==> config.mk <==
export PLATFORM = sky130hd
export DESIGN_NAME = rs_dec_syndrome_calc_flat
export DESIGN_NICKNAME = d
export VERILOG_FILES = /design/src/rtl/rs_dec_syndrome_calc_if.sv /design/src/rtl/rs_dec_syndrome_calc.sv /design/src/flat_wrapper.sv
export SDC_FILE = /design/constraint.sdc
export NUM_CORES = 1
export LEC_CHECK = 0
export CAP_MARGIN = 20
export CORE_MARGIN = 2
export CORE_UTILIZATION = 25
export CTS_CLUSTER_SIZE = 40
export DETAILED_ROUTE_END_ITERATION = 10
export HOLD_SLACK_MARGIN = 0.06
export PLACE_DENSITY = 0.53
export SLEW_MARGIN = 20
export SYNTH_ARGS = -nofsm -noshare
export SYNTH_HDL_FRONTEND = slang
export SYNTH_SLANG_ARGS = --single-unit
==> constraint.sdc <==
create_clock -name i_clk -period 5 [get_ports i_clk]
set_clock_uncertainty 0.2 [all_clocks]
set_input_delay 0.75 -clock i_clk [delete_from_list [all_inputs] [get_ports i_clk]]
set_output_delay 0.75 -clock i_clk [all_outputs]
set_load 0.05 [all_outputs]
==> src/rtl/rs_dec_syndrome_calc_if.sv <==
// Symbol-in / syndrome-out bundle between the deinterleaver, the syndrome
// calculator and the Euclid stage.
interface rs_dec_syndrome_calc_if #(
  parameter int unsigned SYM_W = 8
);
  logic [SYM_W-1:0] i_sym;
  logic             i_sym_valid;
  logic             i_cw_start;
  logic [SYM_W-1:0] o_s0;
  logic [SYM_W-1:0] o_s1;
  logic [SYM_W-1:0] o_s2;
  logic [SYM_W-1:0] o_s3;
  logic             o_synd_sync;
  logic             o_nonzero;
  logic             o_frame_err;

  modport master (
    output i_sym, i_sym_valid, i_cw_start,
    input  o_s0, o_s1, o_s2, o_s3, o_synd_sync, o_nonzero, o_frame_err
  );

  modport slave (
    input  i_sym, i_sym_valid, i_cw_start,
    output o_s0, o_s1, o_s2, o_s3, o_synd_sync, o_nonzero, o_frame_err
  );
endinterface

==> src/rtl/rs_dec_syndrome_calc.sv <==
// RS(32,28) C1 syndrome calculator: Horner evaluation of the received
// polynomial at alpha^0..alpha^3 over GF(2^8) mod 0x11D.
module rs_dec_syndrome_calc #(
  parameter int unsigned N_SYM = 32,
  parameter int unsigned SYM_W = 8
) (
  input  logic                   i_clk,
  input  logic                   i_rst,
  rs_dec_syndrome_calc_if.slave  bus
);

  localparam int unsigned   CW   = $clog2(N_SYM);
  localparam logic [CW-1:0] LAST = CW'(N_SYM - 1);

  typedef enum logic {IDLE, ACC} state_t;

  state_t                  state, state_nx;
  logic [CW-1:0]           cnt, cnt_nx;
  logic [3:0][SYM_W-1:0]   acc, acc_nx;
  logic [3:0][SYM_W-1:0]   synd, synd_nx;
  logic                    done, done_nx;
  logic                    sync, sync_nx;
  logic                    nonzero, nonzero_nx;
  logic                    ferr, ferr_nx;

  function automatic logic [SYM_W-1:0] xtime(input logic [SYM_W-1:0] x);
    return {x[SYM_W-2:0], 1'b0} ^ (x[SYM_W-1] ? SYM_W'(8'h1D) : '0);
  endfunction

  always_comb begin
    state_nx   = state;
    cnt_nx     = cnt;
    acc_nx     = acc;
    done_nx    = 1'b0;
    ferr_nx    = 1'b0;
    // The final accumulators are latched one edge after the last symbol,
    // so a new codeword may load acc in that same cycle.
    sync_nx    = done;
    synd_nx    = done ? acc : synd;
    nonzero_nx = done ? (|acc) : nonzero;

    case (state)
      IDLE: begin
        if (bus.i_sym_valid && bus.i_cw_start) begin
          acc_nx   = {4{bus.i_sym}};
          cnt_nx   = CW'(1);
          state_nx = ACC;
        end
      end
      ACC: begin
        if (bus.i_sym_valid) begin
          if (bus.i_cw_start) begin
            acc_nx  = {4{bus.i_sym}};
            cnt_nx  = CW'(1);
            ferr_nx = 1'b1;
          end else begin
            acc_nx[0] = acc[0] ^ bus.i_sym;
            acc_nx[1] = xtime(acc[1]) ^ bus.i_sym;
            acc_nx[2] = xtime(xtime(acc[2])) ^ bus.i_sym;
            acc_nx[3] = xtime(xtime(xtime(acc[3]))) ^ bus.i_sym;
            if (cnt == LAST) begin
              cnt_nx   = '0;
              done_nx  = 1'b1;
              state_nx = IDLE;
            end else begin
              cnt_nx = cnt + CW'(1);
            end
          end
        end
      end
      default: state_nx = IDLE;
    endcase
  end

  always_ff @(posedge i_clk) begin
    if (i_rst) begin
      state   <= IDLE;
      cnt     <= '0;
      acc     <= '0;
      synd    <= '0;
      done    <= 1'b0;
      sync    <= 1'b0;
      nonzero <= 1'b0;
      ferr    <= 1'b0;
    end else begin
      state   <= state_nx;
      cnt     <= cnt_nx;
      acc     <= acc_nx;
      synd    <= synd_nx;
      done    <= done_nx;
      sync    <= sync_nx;
      nonzero <= nonzero_nx;
      ferr    <= ferr_nx;
    end
  end

  assign bus.o_s0        = synd[0];
  assign bus.o_s1        = synd[1];
  assign bus.o_s2        = synd[2];
  assign bus.o_s3        = synd[3];
  assign bus.o_synd_sync = sync;
  assign bus.o_nonzero   = nonzero;
  assign bus.o_frame_err = ferr;

endmodule

==> src/flat_wrapper.sv <==
// flat-port wrapper written by rule: the top's interface ports become plain ports
module rs_dec_syndrome_calc_flat 
#(
  parameter int unsigned N_SYM = 32,
  parameter int unsigned SYM_W = 8
)
  (i_clk, i_rst, bus_i_sym, bus_i_sym_valid, bus_i_cw_start, bus_o_s0, bus_o_s1, bus_o_s2, bus_o_s3, bus_o_synd_sync, bus_o_nonzero, bus_o_frame_err);
  rs_dec_syndrome_calc_if #(.SYM_W(SYM_W)) bus_i ();
  input  logic i_clk;
  input  logic i_rst;
  input wire logic [$bits(bus_i.i_sym)-1:0] bus_i_sym;
  input wire logic [$bits(bus_i.i_sym_valid)-1:0] bus_i_sym_valid;
  input wire logic [$bits(bus_i.i_cw_start)-1:0] bus_i_cw_start;
  output wire logic [$bits(bus_i.o_s0)-1:0] bus_o_s0;
  output wire logic [$bits(bus_i.o_s1)-1:0] bus_o_s1;
  output wire logic [$bits(bus_i.o_s2)-1:0] bus_o_s2;
  output wire logic [$bits(bus_i.o_s3)-1:0] bus_o_s3;
  output wire logic [$bits(bus_i.o_synd_sync)-1:0] bus_o_synd_sync;
  output wire logic [$bits(bus_i.o_nonzero)-1:0] bus_o_nonzero;
  output wire logic [$bits(bus_i.o_frame_err)-1:0] bus_o_frame_err;
  assign bus_i.i_sym = bus_i_sym;
  assign bus_i.i_sym_valid = bus_i_sym_valid;
  assign bus_i.i_cw_start = bus_i_cw_start;
  assign bus_o_s0 = bus_i.o_s0;
  assign bus_o_s1 = bus_i.o_s1;
  assign bus_o_s2 = bus_i.o_s2;
  assign bus_o_s3 = bus_i.o_s3;
  assign bus_o_synd_sync = bus_i.o_synd_sync;
  assign bus_o_nonzero = bus_i.o_nonzero;
  assign bus_o_frame_err = bus_i.o_frame_err;
  rs_dec_syndrome_calc #(.N_SYM(N_SYM), .SYM_W(SYM_W)) u_core (.i_clk(i_clk), .i_rst(i_rst), .bus(bus_i));
endmodule
; ---- Yosys cells after proc, flatten, opt, wreduce, memory -nomap -nowiden
; Cells that the tools add are included.
[totals]
ff_bits = 74
output_inout_bits = 35
wordCells = 57
[op_classes]
n_addsub = 1
n_eq_ne = 3
mux = 22
bitwise = 12
n_reduce_logical = 5
[ops]
columns = cell, count
row1 = $mux 32, 3
row2 = $xor 8x8->8, 10
row3 = $pmux 32 s2, 1
row4 = $mux 5, 10
row5 = $reduce_or 32->1, 1
row6 = $pmux 5 s2, 1
row7 = $mux 1, 6
row8 = $add 5x1->5 const B, 1
row9 = $eq 5x5->1 const B, 1
row10 = $reduce_or 4->1, 1
row11 = $reduce_or 3->1, 1
row12 = $ne 2x1->1 const B, 1
row13 = $ne 2x2->1 const B, 1
row14 = $not 1->1, 2
row15 = $pmux 1 s2, 1
row16 = $reduce_and 2->1, 1
row17 = $logic_and 1x1->1, 1

; ---- Depth between registers and ports, before layout
; Gate-level depths: netlist of the first run.
[depth]
depth_word = 10
mapped_depth = 6
mapped_depth_nobuf = 6

; ---- Least setup slack after synthesis of the first run
; No wires, ideal clock.
[synth_timing]
path_kind = in2reg
startpoint = input port bus_i_sym_valid
endpoint = register u_core.acc[22] (netlist name)
arrival_ns = 1.663
setup_slack_ns = 3.051
stages = 5
path_cell_list = clkbuf_1 -> o21a_1 -> buf_1 -> nor2_1 -> a211oi_1
[synth_between]
elab_chain_cells = 3
elab_cells_between_ends = 4
cone_classes = eq/ne: 2 / reduce/logical: 2
[synth_rtl]
columns = element, line
row1 = "start, declared", flat_wrapper.sv:12  ; input wire logic [$bits(bus_i.i_sym_valid)-1:0] bus_i_sym_valid;
row2 = $logic_and 1x1->1, rs_dec_syndrome_calc.sv:44  ; if (bus.i_sym_valid && bus.i_cw_start) begin
row3 = $ne 2x1->1 (no source line), -
row4 = $reduce_and 2->1 (no source line) (*), -
row5 = "end signal, assigned", rs_dec_syndrome_calc.sv:88  ; acc <= acc_nx;
row6 = "end, declared", rs_dec_syndrome_calc.sv:19  ; logic [3:0][SYM_W-1:0] acc, acc_nx;
; Mark *: on every way between the ends. The rest lies on a longest branch, timed or not.
; A chain may end at the register's enable or synchronous reset.

; ---- Final worst setup path of the first run
[layout_timing]
startpoint = input port bus_i_sym_valid
endpoint = register u_core.acc[30] (netlist name)
; The elaborated chain is that of the path after synthesis.

==> results of run 1 <==
-- cell type report --
| type | instances | area, um2 | area share |
|---|---|---|---|
| multi-input combinational | 251 | 1630 | 0.394 |
| clock buffer | 10 | 239 | 0.0577 |
| clock inverter | 5 | 103 | 0.0248 |
| sequential | 74 | 1480 | 0.358 |
| timing repair buffer | 48 | 470 | 0.114 |
| tap | 172 | 215 | 0.0519 |
-- metal layers --
metal / routed length, um / part of all wire / vias up / track usage
met5: 0 / 0 / - / 0
met4: 95 / 0.012 / 0 / 0.0452
met3: 315 / 0.040 / 7 / 0.0299
met2: 3670 / 0.47 / 41 / 0.182
met1: 3760 / 0.48 / 1121 / 0.146
li1: - / - / 1245 / -
-- where the power goes --
part	switching [mW]	internal (mW)	leakage, nW	total, mW
Combinational	0.0640	0.0596	0.626	0.124
Sequential	0.0315	0.611	0.603	0.643
Clock	0.242	0.497	0.165	0.739
Total	0.338	1.17	1.39	1.51
-- cell usage after synthesis --
library cell and instances:
a211oi_1 20, a21o_1 2, a21oi_1 2, a311oi_1 4, a31oi_1 1, and2b_1 1
and3_1 1, buf_1 1, buf_2 12, buf_4 1, buf_6 4, clkbuf_1 10
dfxtp_1 74, ha_1 2, mux2i_1 33, nand2_1 34, nand2b_1 1, nand4_1 3
nor2_1 78, nor2b_1 2, nor3_1 3, nor3b_1 2, nor4_1 6, nor4b_1 1
o21a_1 1, o21ai_0 5, or3_1 5, xnor2_1 24, xnor3_1 4, xor2_1 15
xor2_2 1
-- layout by cell type (no fill, tap or decap), types with 2 or more instances in the layout --
master | synthesis | final
a211oi_1 | 20 | 20
a21o_1 | 2 | 2
a21oi_1 | 2 | 2
a311oi_1 | 4 | 4
buf_4 | 1 | 2
bufinv_16 | 0 | 3
clkbuf_16 | 0 | 9
clkdlybuf4s50_1 | 0 | 45
dfxtp_1 | 74 | 73
ha_1 | 2 | 2
mux2i_1 | 33 | 33
nand2_1 | 34 | 34
nand4_1 | 3 | 3
nor2_1 | 78 | 78
nor2b_1 | 2 | 2
nor3_1 | 3 | 3
nor3b_1 | 2 | 2
nor4_1 | 6 | 6
o21ai_0 | 5 | 5
or3_1 | 5 | 5
xnor2_1 | 24 | 24
xnor3_1 | 4 | 4
xor2_1 | 15 | 15
-- state kept, by name, indices dropped and copies added, names as in the netlist --
register	cells
u_core.acc	32
u_core.bus.o_s0	8
u_core.bus.o_s1	8
u_core.bus.o_s2	8
u_core.bus.o_s3	8
u_core.cnt	5
u_core.bus.o_frame_err	1
u_core.bus.o_nonzero	1
u_core.bus.o_synd_sync	1
u_core.done	1
u_core.state	1
-- kinds of logic after synthesis --
logic type,Yosys count
AND/OR/NAND/NOR,137
XOR/XNOR,44
adder cells (fa/ha/maj),2
buffers and inverters,28
flip-flops,74
multiplexers,33
AO/OA/AOI/OAI,35
-- stage by stage --
step           cells  power (mW)
6_report         560        1.51
5_1_grt          560        1.56
4_1_cts          560        1.52
3_5_place_dp     545       0.781
3_3_place_gp     545       0.777
2_1_floorplan    353       0.745
-- final timing paths --
kind                                        start                                end  slack (ps)  cells after the start
setup / recovery                  bus_i_sym_valid        u_core.acc[30]$_SDFFE_PP0P_        2430                      5
setup reg to reg           u_core.done$_SDFF_PP0_  u_core.bus.o_nonzero$_SDFFE_PP0P_        2760                      4
hold / removal    u_core.bus.o_s0[7]$_SDFFE_PP0P_    u_core.bus.o_s0[7]$_SDFFE_PP0P_         290                      2
hold reg to reg   u_core.bus.o_s0[7]$_SDFFE_PP0P_    u_core.bus.o_s0[7]$_SDFFE_PP0P_         290                      2
-- worst max-delay path, cell delays in order --
cell and delay, ps:
clkdlybuf4s50_1 590, o21a_2 570, buf_4 380, nor2_1 70, a311oi_1 240
==> results.py, run 1 <==
metrics = {
    "cells_and_area": {
        "fin_nets": 398,
        "syn_to_final_growth_pct": 26.8,
        "insertedDiodeCount": 0,
        "fin_util": 0.327,
        "nFillCells": 1355,
        "final_area_um2": 4140,
        "drive_above_1_share": 0.0541,
    },
    "global_route": {
        "track_usage": 0.114,
        "antenna_found_initial": 0,
        "grt-ovfl-total": 0,
        "grt_max_degree": 50,
        "grt_pass1_vias": 2325,
        "grt_pass1_wl_um": 12400,
    },
    "logic_synthesis": {
        "synth-compound-area-share": 0.0762,
        "synth_nets": 367,
        "synth_top_area_frac": 0.453,
        "yosysTopAreaCell": "dfxtp_1",
        "ys.warnings.count": 0,
        "synth_mux_area_frac": 0.101,
        "synth_simple_gate_area_frac": 0.177,
        "ys_ff_latch": 74,
        "avgSynthCellArea_um2": 9.25,
        "ys_top_cells_by_area": "dfxtp_1 45%, mux2i_1 10%, nor2_1 9.0%, xnor2_1 6.4%, a211oi_1 4.6%",
        "synth.cell_area_um2": 3270,
        "synth_top_family_by_area": "simple AND/OR/NAND/NOR gates",
        "synth-adder-area-share": 0.00766,
        "synthXorXnorAreaFrac": 0.137,
        "synth_cells": 353,
        "seq_area_frac_synth": 0.453,
        "yosys.cell_types.count": 31,
    },
    "sta": {
        "setup_tns_ps": 0,
        "hold_violations": 0,
        "worst_slack_ps": 2430,
        "rsz0062_at_grt": "no",
        "fin_crit_sh": 0.515,
        "fmax_mhz": 389,
        "whs_ps": 292,
        "period_needed_ps": 2570,
        "finalSetupViolCount": 0,
        "drv_slew": 0,
        "worst_pin_slew_ps": 1080,
        "slew_headroom": 0.278,
    },
    "placed_design": {
        "port_buffers": 46,
        "place_area_um2": 3800,
        "dp_hpwl_um": 5350,
        "dp_slack_ps": 1720,
        "place_congestion": 0.759,
    },
    "clocking": {
        "cts_tree": "done",
        "cts.repair.resized": 0,
        "cts_sinks": 74,
        "clockBufferDepth": 2,
        "htree_levels": 3,
        "root_buffer": "clkbuf_16",
        "cts_made_buffers": 9,
        "path_clk_slew_ps": 50,
        "post_cts_buffers": 0,
        "ctsHoldBuffers": 0,
        "clock_latency_ps": 330,
    },
    "drt": {
        "routed_wirelength_um": 7830,
        "drc_errors": 0,
        "via_count": 2414,
        "routed_via_density": 4.31,
        "dr.pass1.iters": 5,
        "dr.first_iter.drc_count": 87,
        "ant_nets": 0,
        "post_drt_wl_per_cell_um": 14.0,
    },
    "power_and_ir_drop": {
        "vdd_drop_max_uv": 122,
        "p_leak_nw": 1.39,
        "power_density_nw_per_um2": 363,
    },
    "die": {
        "io_pins": 47,
        "start_util": 0.258,
        "placementRows": 41,
        "fp.dieH_um": 118,
        "core_um2": 12700,
        "die_w_um": 118,
        "dieArea_um2": 14000,
    },
    "setup_path": {
        "crit_fanout": 33,
        "arrival_ps": 2610,
        "critical_path_class": "primary input to flip-flop",
        "crit_path_start_kind": "primary input",
        "end_kind": "flip-flop",
        "cp.required_ps": 5040,
    },
    "min_path": {
        "worstHoldPathType": "flip-flop to flip-flop",
    },
    "run": {
        "maxCapViolations": 0,
    },
    "outcome": {
        "outcome": "completed",
    },
}
Power figures use the tool's default switching activity.
==> run 2, diff against run 1 <==
==> constraint.sdc (replaced) <==
create_clock -name i_clk -period 2.6 [get_ports i_clk]
set_clock_uncertainty 0.2 [all_clocks]
set_input_delay 0.39 -clock i_clk [delete_from_list [all_inputs] [get_ports i_clk]]
set_output_delay 0.39 -clock i_clk [all_outputs]
set_load 0.05 [all_outputs]
==> results.py, run 2 (same netlist as run 1, synthesis figures left out) <==
metrics = {
    "global_route": {
        "track_usage": 0.119,
        "grt_max_degree": 61,
        "grt_pass1_vias": 2456,
        "grt-ovfl-total": 0,
        "antenna_found_initial": 0,
        "grt_pass1_wl_um": 13100,
    },
    "sta": {
        "finalSetupViolCount": 0,
        "drv_slew": 0,
        "rsz0062_at_grt": "no",
        "hold_violations": 0,
        "slew_headroom": 0.591,
        "worst_pin_slew_ps": 613,
        "fmax_mhz": 481,
        "whs_ps": 290,
        "setup_tns_ps": 0,
        "period_needed_ps": 2080,
        "fin_crit_sh": 0.800,
    },
    "drt": {
        "post_drt_wl_per_cell_um": 13.8,
        "drc_errors": 0,
        "routed_wirelength_um": 7790,
        "via_count": 2445,
        "ant_nets": 0,
        "dr.first_iter.drc_count": 94,
        "dr.pass1.iters": 4,
        "routed_via_density": 4.34,
    },
    "setup_path": {
        "slowest_delay_ps": 810,
        "cp_num_buf_inv": 1,
        "critical_path_class": "flip-flop to output pin",
        "crit_fanout": 2,
        "r2r_cells": 3,
        "crit_path_start_kind": "flip-flop",
        "end_kind": "output pin",
        "cpLargestDelayFamily": "buffers and inverters",
        "cp.required_ps": 2010,
        "arrival_ps": 1490,
        "critical-path-slowest-cell": "clkdlybuf4s50_1",
        "cp.depth": 1,
        "path_cells": "clkdlybuf4s50_1",
    },
    "clocking": {
        "cts_tree": "done",
        "htree_levels": 3,
        "cts.repair.resized": 0,
        "path_clk_slew_ps": 50,
        "clockBufferDepth": 2,
        "root_buffer": "clkbuf_16",
        "clock_latency_ps": 320,
        "post_cts_buffers": 0,
        "cts_sinks": 74,
        "cts_made_buffers": 9,
        "ctsHoldBuffers": 0,
    },
    "cells_and_area": {
        "largest_register_ff_count": 32,
        "drive_above_1_share": 0.0561,
        "fin_nets": 401,
        "syn_to_final_growth_pct": 27.1,
        "multiInputGateArea_um2": 1630,
        "insertedDiodeCount": 0,
        "final_common_cell": "nor2_1",
        "layout_common_cells": "78 x nor2_1, 73 x dfxtp_1, 45 x clkdlybuf4s50_1",
        "nFillCells": 1334,
        "regMostFlops": "u_core.acc",
        "regArea_um2": 1480,
    },
    "die": {
        "dieArea_um2": 14000,
        "io_pins": 47,
        "die_w_um": 118,
        "placementRows": 41,
        "core_um2": 12700,
        "fp.dieH_um": 118,
        "start_util": 0.258,
    },
    "power_and_ir_drop": {
        "p_leak_nw": 1.40,
        "power_density_nw_per_um2": 667,
        "vdd_drop_max_uv": 244,
    },
    "placed_design": {
        "place_congestion": 0.817,
        "dp_hpwl_um": 5400,
        "port_buffers": 46,
    },
    "run": {
        "maxCapViolations": 0,
    },
    "outcome": {
        "outcome": "completed",
    },
    "min_path": {
        "worstHoldPathType": "flip-flop to flip-flop",
        "min_delay_path_depth": 2,
    },
}
## run 2: cell count changes in the layout (fill, tap and decap cells not counted)
cell        change
clkbuf_8        +3
buf_4           +2
bufinv_16       -2
clkbuf_1        +2
buf_12          +1
clkinv_2        -1
clkinvlp_4      -1
o21a_1          +1
o21a_2          -1
## run 2: metrics by stage
stage	instance area (um2)	worst slack (ps)	utilization	std cells	power, mW
global placement	3830	269	0.303	548	1.50
finish	4150	519	0.328	564	2.77
CTS	4150	510	0.328	564	2.81
floorplan	3270	1010	-	353	1.43
detailed placement	3830	207	0.303	548	1.51
global route	4150	453	0.328	564	2.91
## run 2: worst paths after layout
kind | start | to | slack (ps)
worst max-delay path | u_core.bus.o_s1[0]$_SDFFE_PP0P_ | bus_o_s1[0] | 520
worst min-delay path | u_core.bus.o_nonzero$_SDFFE_PP0P_ | u_core.bus.o_nonzero$_SDFFE_PP0P_ | 290
worst max register to register | u_core.state$_SDFF_PP0_ | u_core.acc[28]$_SDFFE_PP0P_ | 740
worst min register to register | u_core.bus.o_nonzero$_SDFFE_PP0P_ | u_core.bus.o_nonzero$_SDFFE_PP0P_ | 290
## run 2: layout make-up
type | count | area share
Clock inverter | 1 | 0.00723
Timing Repair Buffer | 51 | 0.122
Tap cell | 172 | 0.0518
Sequential cell | 74 | 0.357
Clock buffer | 15 | 0.0693
Multi-Input combinational cell | 251 | 0.393
## run 2: per-layer routing
layer | vias up | global-route usage | share of wire
li1 | 1252 | - | -
met1 | 1130 | 0.153 | 0.46
met2 | 50 | 0.184 | 0.46
met3 | 13 | 0.0328 | 0.052
met4 | 0 | 0.0535 | 0.024
met5 | - | 0 | 0
## run 2: report_power, final
| group | switching [mW] | internal [mW] | leakage (nW) |
|---|---|---|---|
| logic | 0.124 | 0.119 | 0.644 |
| clock network | 0.442 | 0.849 | 0.156 |
| registers | 0.0610 | 1.18 | 0.603 |
